--- src/rtl/rv_pkg.sv ---
// Shared definitions for the single-cycle RISC-V core and its instruction
// memory boot loader.
//   NOP_INSTR    : addi x0,x0,0, fed to the core while it is held off memory
//   boot_state_t : boot loader session states
package rv_pkg;

  localparam logic [31:0] NOP_INSTR = 32'h0000_0013;

  typedef enum logic [2:0] {
    ST_IDLE,
    ST_LEN0,
    ST_LEN1,
    ST_DATA,
    ST_COMMIT,
    ST_RUN,
    ST_ERR
  } boot_state_t;

endpackage

--- src/rtl/imem_boot_loader.sv ---
// Instruction memory boot loader and port arbiter.
// After a start pulse it takes a little-endian 16-bit word count followed by
// the program bytes, assembles them into 32-bit words and writes them to
// instr_mem. While loading it owns the memory port and feeds the core NOPs;
// once the last word is committed it hands the read port to the core.
// Ports:
//   clk, rst_n          clock, asynchronous active-low reset
//   start               pulse that begins a load session
//   byte_valid/_data    incoming byte stream, byte_ready = accepted this cycle
//   core_fetch_addr     core PC (byte address)
//   core_instr/core_run instruction to the core and run enable
//   mem_addr/mem_instr  instr_mem address and combinational read data
//   mem_we/mem_wdata    instr_mem write strobe and data
//   busy, err           session in progress, sticky length error
module imem_boot_loader
  import rv_pkg::*;
#(
  parameter int          DEPTH = 64,
  parameter logic [31:0] NOP   = NOP_INSTR
) (
  input  logic        clk,
  input  logic        rst_n,
  input  logic        start,
  input  logic        byte_valid,
  input  logic [7:0]  byte_data,
  output logic        byte_ready,
  input  logic [31:0] core_fetch_addr,
  output logic [31:0] core_instr,
  output logic        core_run,
  output logic [31:0] mem_addr,
  input  logic [31:0] mem_instr,
  output logic        mem_we,
  output logic [31:0] mem_wdata,
  output logic        busy,
  output logic        err
);

  localparam int          IDX_W    = $clog2(DEPTH) + 1;
  localparam int          PAD_W    = 32 - IDX_W - 2;
  localparam logic [15:0] DEPTH_16 = 16'(DEPTH);

  boot_state_t      state_q, state_d;
  logic [IDX_W-1:0] word_idx_q, word_idx_d;
  logic [IDX_W-1:0] wr_idx_q, wr_idx_d;
  logic [IDX_W-1:0] len_q, len_d;
  logic [1:0]       byte_idx_q, byte_idx_d;
  logic [23:0]      asm_q, asm_d;
  logic [7:0]       len_lo_q, len_lo_d;
  logic             mem_we_q, mem_we_d;
  logic [31:0]      mem_wdata_q, mem_wdata_d;
  logic             byte_take;
  logic [15:0]      count;

  assign byte_ready = (state_q inside {ST_LEN0, ST_LEN1, ST_DATA});
  assign busy       = (state_q inside {ST_LEN0, ST_LEN1, ST_DATA, ST_COMMIT});
  assign core_run   = (state_q == ST_RUN);
  assign err        = (state_q == ST_ERR);
  assign mem_we     = mem_we_q;
  assign mem_wdata  = mem_wdata_q;
  assign core_instr = (state_q == ST_RUN) ? mem_instr : NOP;
  assign byte_take  = byte_valid && byte_ready;
  assign count      = {byte_data, len_lo_q};

  // The write address is latched separately because word_idx has already
  // advanced by the time the write strobe is on the port.
  always_comb begin
    if (mem_we_q) begin
      mem_addr = {{PAD_W{1'b0}}, wr_idx_q, 2'b00};
    end else if (state_q == ST_RUN) begin
      mem_addr = core_fetch_addr;
    end else begin
      mem_addr = {{PAD_W{1'b0}}, word_idx_q, 2'b00};
    end
  end

  always_comb begin
    state_d     = state_q;
    word_idx_d  = word_idx_q;
    wr_idx_d    = wr_idx_q;
    len_d       = len_q;
    byte_idx_d  = byte_idx_q;
    asm_d       = asm_q;
    len_lo_d    = len_lo_q;
    mem_we_d    = 1'b0;
    mem_wdata_d = mem_wdata_q;

    case (state_q)
      ST_IDLE, ST_RUN, ST_ERR: begin
        if (start) begin
          state_d    = ST_LEN0;
          word_idx_d = '0;
          byte_idx_d = '0;
        end
      end
      ST_LEN0: begin
        if (byte_take) begin
          len_lo_d = byte_data;
          state_d  = ST_LEN1;
        end
      end
      ST_LEN1: begin
        if (byte_take) begin
          if (count == 16'd0 || count > DEPTH_16) begin
            state_d = ST_ERR;
          end else begin
            len_d   = count[IDX_W-1:0];
            state_d = ST_DATA;
          end
        end
      end
      ST_DATA: begin
        if (byte_take) begin
          if (byte_idx_q == 2'd3) begin
            mem_we_d    = 1'b1;
            mem_wdata_d = {byte_data, asm_q};
            wr_idx_d    = word_idx_q;
            word_idx_d  = word_idx_q + 1'b1;
            byte_idx_d  = 2'd0;
            if (word_idx_q == len_q - 1'b1) begin
              state_d = ST_COMMIT;
            end
          end else begin
            // Shift right so byte 0 ends up in bits 7:0 after three bytes.
            asm_d      = {byte_data, asm_q[23:8]};
            byte_idx_d = byte_idx_q + 1'b1;
          end
        end
      end
      ST_COMMIT: state_d = ST_RUN;
      default:   state_d = ST_IDLE;
    endcase
  end

  always_ff @(posedge clk or negedge rst_n) begin
    if (!rst_n) begin
      state_q     <= ST_IDLE;
      word_idx_q  <= '0;
      wr_idx_q    <= '0;
      len_q       <= '0;
      byte_idx_q  <= '0;
      asm_q       <= '0;
      len_lo_q    <= '0;
      mem_we_q    <= 1'b0;
      mem_wdata_q <= '0;
    end else begin
      state_q     <= state_d;
      word_idx_q  <= word_idx_d;
      wr_idx_q    <= wr_idx_d;
      len_q       <= len_d;
      byte_idx_q  <= byte_idx_d;
      asm_q       <= asm_d;
      len_lo_q    <= len_lo_d;
      mem_we_q    <= mem_we_d;
      mem_wdata_q <= mem_wdata_d;
    end
  end

endmodule

--- config.mk ---
export PLATFORM = sky130hd
export DESIGN_NAME = imem_boot_loader
export DESIGN_NICKNAME = d
export VERILOG_FILES = /design/src/rtl/rv_pkg.sv /design/src/rtl/imem_boot_loader.sv
export SDC_FILE = /design/constraint.sdc
export NUM_CORES = 1
export LEC_CHECK = 0
export BUFFER_PORTS_ARGS = -buffer_cell sky130_fd_sc_hd__buf_2
export CORE_UTILIZATION = 43
export DETAILED_ROUTE_END_ITERATION = 7
export PLACE_DENSITY = 0.71
export SLEW_MARGIN = 40
export SYNTH_ARGS = -nofsm -noshare
export SYNTH_HDL_FRONTEND = slang
export SYNTH_SLANG_ARGS = --single-unit
--- constraint.sdc ---
create_clock -name clk -period 2.9 [get_ports clk]
set_input_delay 0 -clock clk [delete_from_list [all_inputs] [get_ports clk]]
set_output_delay 0 -clock clk [all_outputs]
set_load 0.05 [all_outputs]
After elaboration in Yosys (flattened, before gate mapping):

Cells that the tools add are included.

* register bits: 91
* bits of input ports: 76
* output and inout port bits: 101
* word-level logic and storage cells: 66

* add/subtract/negate cells: 3
* magnitude comparators: 1
* eq/ne operators: 14
* multiplexer cells: 22
* bitwise operators: 2
* reduce and logical (&&, ||, !) cells: 15

Operator list (number)
* $mux 32: 3
* $mux 3: 7
* $mux 7: 3
* $gt 16x7->1 const B: 1
* $logic_not 16->1: 1
* $pmux 3 s5: 1
* $pmux 7 s2: 1
* $reduce_and 3->1: 4
* $eq 3x3->1 const B: 3
* $ne 2x2->1 const B: 4
* $add 7x1->7 const B: 1
* $eq 7x7->1: 1
* $sub 7x1->7 const B: 1
* $eq 3x2->1 const B: 2
* $mux 2: 3
* $reduce_and 6->1: 1
* $ne 2x1->1 const B: 2
* $pmux 2 s2: 1
* $reduce_and 4->1: 1
* $reduce_bool 4->1: 1
* $eq 3x1->1 const B: 1
* $logic_not 3->1: 1
* $mux 1: 3
* $reduce_bool 3->1: 1
* other kinds (8): 9

Longest topological paths before layout:

* depth in word-level cells: 6
* depth in mapped cells: 8
* gate-level depth less buffers: 7

Least setup slack after synthesis:

No wires, ideal clock.

* path type: flip-flop to output port
* start point: register state_q[1]
* end point: output mem_addr[2]
* arrival: 2471 ps
* data required time: 2900 ps
* slack: 429 ps
* cell stages (with the launch flop): 6
* path buffers: 2
* cell sequence: dfrtp_1 > clkbuf_1 > nor3b_1 > buf_2 > mux2i_1 > o21ai_0

* cells in the longest elaborated chain, start to end: 3

RTL lines
* from (decl): RTL line imem_boot_loader.sv:42 `boot_state_t state_q, state_d;`
* from (signal assigned): RTL line imem_boot_loader.sv:146 `state_q <= state_d;`
* $eq 3x3->1: RTL line imem_boot_loader.sv:69 `end else if (state_q == ST_RUN) begin`
* $mux 32: RTL line imem_boot_loader.sv:69
* $mux 32: RTL line imem_boot_loader.sv:67 `if (mem_we_q) begin`
* to (decl): RTL line imem_boot_loader.sv:30 `output logic [31:0] mem_addr,`

Every way passes these cells.

Final worst setup path:

* start point: register state_q[0]
* end point: output mem_addr[31]

The elaborated chain is that of the path after synthesis.

==> impl_metrics.tcl <==
set metrics [dict create \
    status "finished, final reports clean" \
    core_area_mm2 0.00986 \
    htreeDepth 3 \
    antenna_found_initial 0 \
    grt_pass1_vias 3376 \
    power_frac_seq_pct 39.6 \
    clkTransAtPathRegs_ns 0.08 \
    critPathBufInv 3 \
    setup-tns-final_ns 0 \
    via_per_inst 4.92 \
    synth-edff-count 0 \
    switching_share_pct 43.6 \
    drt_iter0_markers 126 \
    p_leak_nw 3.15 \
    hold_violations 0 \
    yosysTopAreaCell "dfrtp_1" \
    grt_max_degree 92 \
    async_reset_ff_share_pct 100 \
    drv_slew 0 \
    drv_cap 0 \
    critical_path_arrival_ns 2.32 \
    die_h_um 103 \
    ir_worst_vdd_uv 565 \
    netlist_area_mm2 0.00441 \
    power_mw 5.04 \
    use_met1_pct 23.4 \
    grt_overflow 0 \
    cts_root_buf "clkbuf_8" \
    num_rows 36 \
    syn2layout_area_growth_pct 30.3 \
    min_period_over_period_pct 80.2 \
    rsz0062_at_grt "false" \
    placed_area_mm2 0.00542 \
    hold_path_class "input port to register" \
    num_antenna_cells 0 \
    routabilityCongestion 0.811 \
    pre_cts_ws_ns 0.740 \
    die_w_um 103 \
    clock_sinks 91 \
    fp.dieArea_mm2 0.0107 \
    cts.path.max_buffers 2 \
    numCtsBuffers 9 \
    top_usage_layer "met2" \
    timing.final.crit_period_ns 2.32 \
    vias 3790 \
    critPathTopFamily "simple AND/OR/NAND/NOR gates" \
    ys_top_cells_by_area "dfrtp_1 52%, nand2_1 12%, mux2_2 9.5%, and2_1 7.7%, xnor2_1 2.0%" \
    power_density_mw_per_mm2 877 \
    p_sw_mw 2.20 \
    cts_setup_buffers 0 \
    avgSynthCellArea_um2 9.71 \
    crit_path_end_kind "primary output" \
    critPathKind "register to primary output" \
    fmaxAchievable_ghz 0.430 \
    ctsResizeCount 0 \
    ys_seq_area_share_pct 51.7 \
    internal_power_mw 2.84 \
    final_cell_area_mm2 0.00574 \
    crit_slowest_cell "dfrtp_1" \
    cts_tree "yes" \
    synth_cells 454 \
    ys_warn_count 0 \
    drcViolationCount 0 \
    ys_ff_latch 91 \
    dominantRegCellSynth "dfrtp_1" \
    synth_common_cells "137 x nand2_1, 91 x dfrtp_1, 54 x and2_1, 37 x mux2_2, 15 x clkbuf_1" \
    crit_path_start_kind "register" \
    initial_utilization_pct 44.7 \
    comb_power_share_pct 41.7 \
    syn_nets 533 \
    synth_top_area_share_pct 51.7 \
    met3_usage_pct 4.03 \
    cp.required_ns 2.90 \
    critPathMaxFanout 25 \
    drive_gt1_share_pct 38.0 \
    portBuffers 176 \
    clkPwrFrac_pct 18.8 \
    track_usage_pct 19.7 \
    use_met2_pct 36.4 \
    critPathMaxStageDelay_ns 0.58 \
    ant_nets 0 \
    yosys.cell_types.count 43 \
    wl_per_cell_um 13.7 \
    skew_ns 0.00594 \
    worst_pin_slew_ns 0.722 \
    final_net_count 711 \
    cp_cell_sequence "inv_1, nor3b_2, nor2b_1, buf_4, and2_1, buf_2" \
    io_pins 177 \
    yosysMostFrequentCell "nand2_1" \
    setup_ws_ns 0.576 \
    drtPass1Iterations 4 \
    clock_latency_ns 0.35 \
    setup_violations 0 \
    grt_pass1_wl_um 16100 \
    ctsHoldBuffers 9 \
    routed_wl_um 10600 \
    hpwl_um 7730 \
    slew_headroom_pct 51.9 \
]
-- kinds of logic after synthesis --
logic type                 after synthesis  synth area share, %
muxes                                   44                 11.0
buffers and inverters                   31                 2.78
AOI/OAI and AO/OA                       32                 4.63
DFF                                     91                 51.7
and+or+nand+nor                        236                 25.6
adders and majority gates                3                0.852
xor gates and xnor gates                17                 3.38
-- through the flow --
step | utilization [%] | hold WS (ns) | std cells
after floorplan | - | -0.296 | 454
after global placement | 54.9 | 0.254 | 745
after detailed placement | 54.9 | 0.126 | 745
after CTS | 58.1 | 0.104 | 770
after global routing | 58.2 | 0.123 | 770
final | 58.2 | 0.120 | 770
-- power by group through the flow --
stage	sequential (mW)	combinational (mW)	clock (mW)
2_1_floorplan	2.39	1.19	0
3_3_place_gp	2.00	2.05	0
3_5_place_dp	2.01	2.10	0
4_1_cts	1.99	2.11	0.972
5_1_grt	2.06	2.25	1.03
6_report	1.99	2.10	0.945
-- layer usage --
metal | vias up | routed length (um)
li1 | 1836 | -
met3 | 9 | 641
met2 | 118 | 5500
met5 | - | 0
met4 | 0 | 82
met1 | 1827 | 4350
-- worst paths after layout --
path                                                 end  cells past startpoint  slack (ns)                     start
max in group asynchronous          asm_q[10]$_DFFE_PN0P_                      2        2.13                     rst_n
worst max register to register      len_q[3]$_DFFE_PN0P_                      4        0.75   len_lo_q[1]$_DFFE_PN0P_
worst min register to register  mem_wdata[0]$_DFFE_PN0P_                      2        0.47  mem_wdata[0]$_DFFE_PN0P_
worst max-delay path                        mem_addr[31]                      6        0.58    state_q[0]$_DFFE_PN0P_
worst min-delay path              state_q[1]$_DFFE_PN0P_                      3        0.12                     start
min in group asynchronous       mem_wdata[6]$_DFFE_PN0P_                      2        0.23                     rst_n
-- final cells by class --
type                       instances  area (um2)
fill                             905        4120
timing repair buffer             191        1020
clock inverter                     7         100
sequential                        91        2280
clock buffer                       9         124
inverter                           7        26.3
multi-input combinational        332        2020
tap                              133         166
-- layout by cell type (no fill, tap or decap), drive strengths merged, types with 5 or more instances in the layout --
cell,netlist,final
xor2,7,7
xnor2,10,10
clkbuf,15,10
nand2b,5,5
dlygate4sd3,0,9
o21ai,12,12
nand2,137,137
nor2,14,14
mux2i,7,7
dfrtp,91,91
inv,7,9
and2,54,54
buf,9,181
mux2,37,37
-- worst register-to-register path, stage by stage (launching register included) --
cell and delay (ns):
dfrtp_1 0.40, or4_1 0.55, o31a_1 0.30, nor4_4 0.40, mux2_2 0.40
-- registers in the layout (all words and copies together) (netlist names) --
register,count
asm_q,24
byte_idx_q,2
len_lo_q,8
len_q,7
mem_wdata,32
mem_we,1
state_q,3
word_idx_q,7
wr_idx_q,7
No activity file was read; power rests on OpenSTA's default activity.
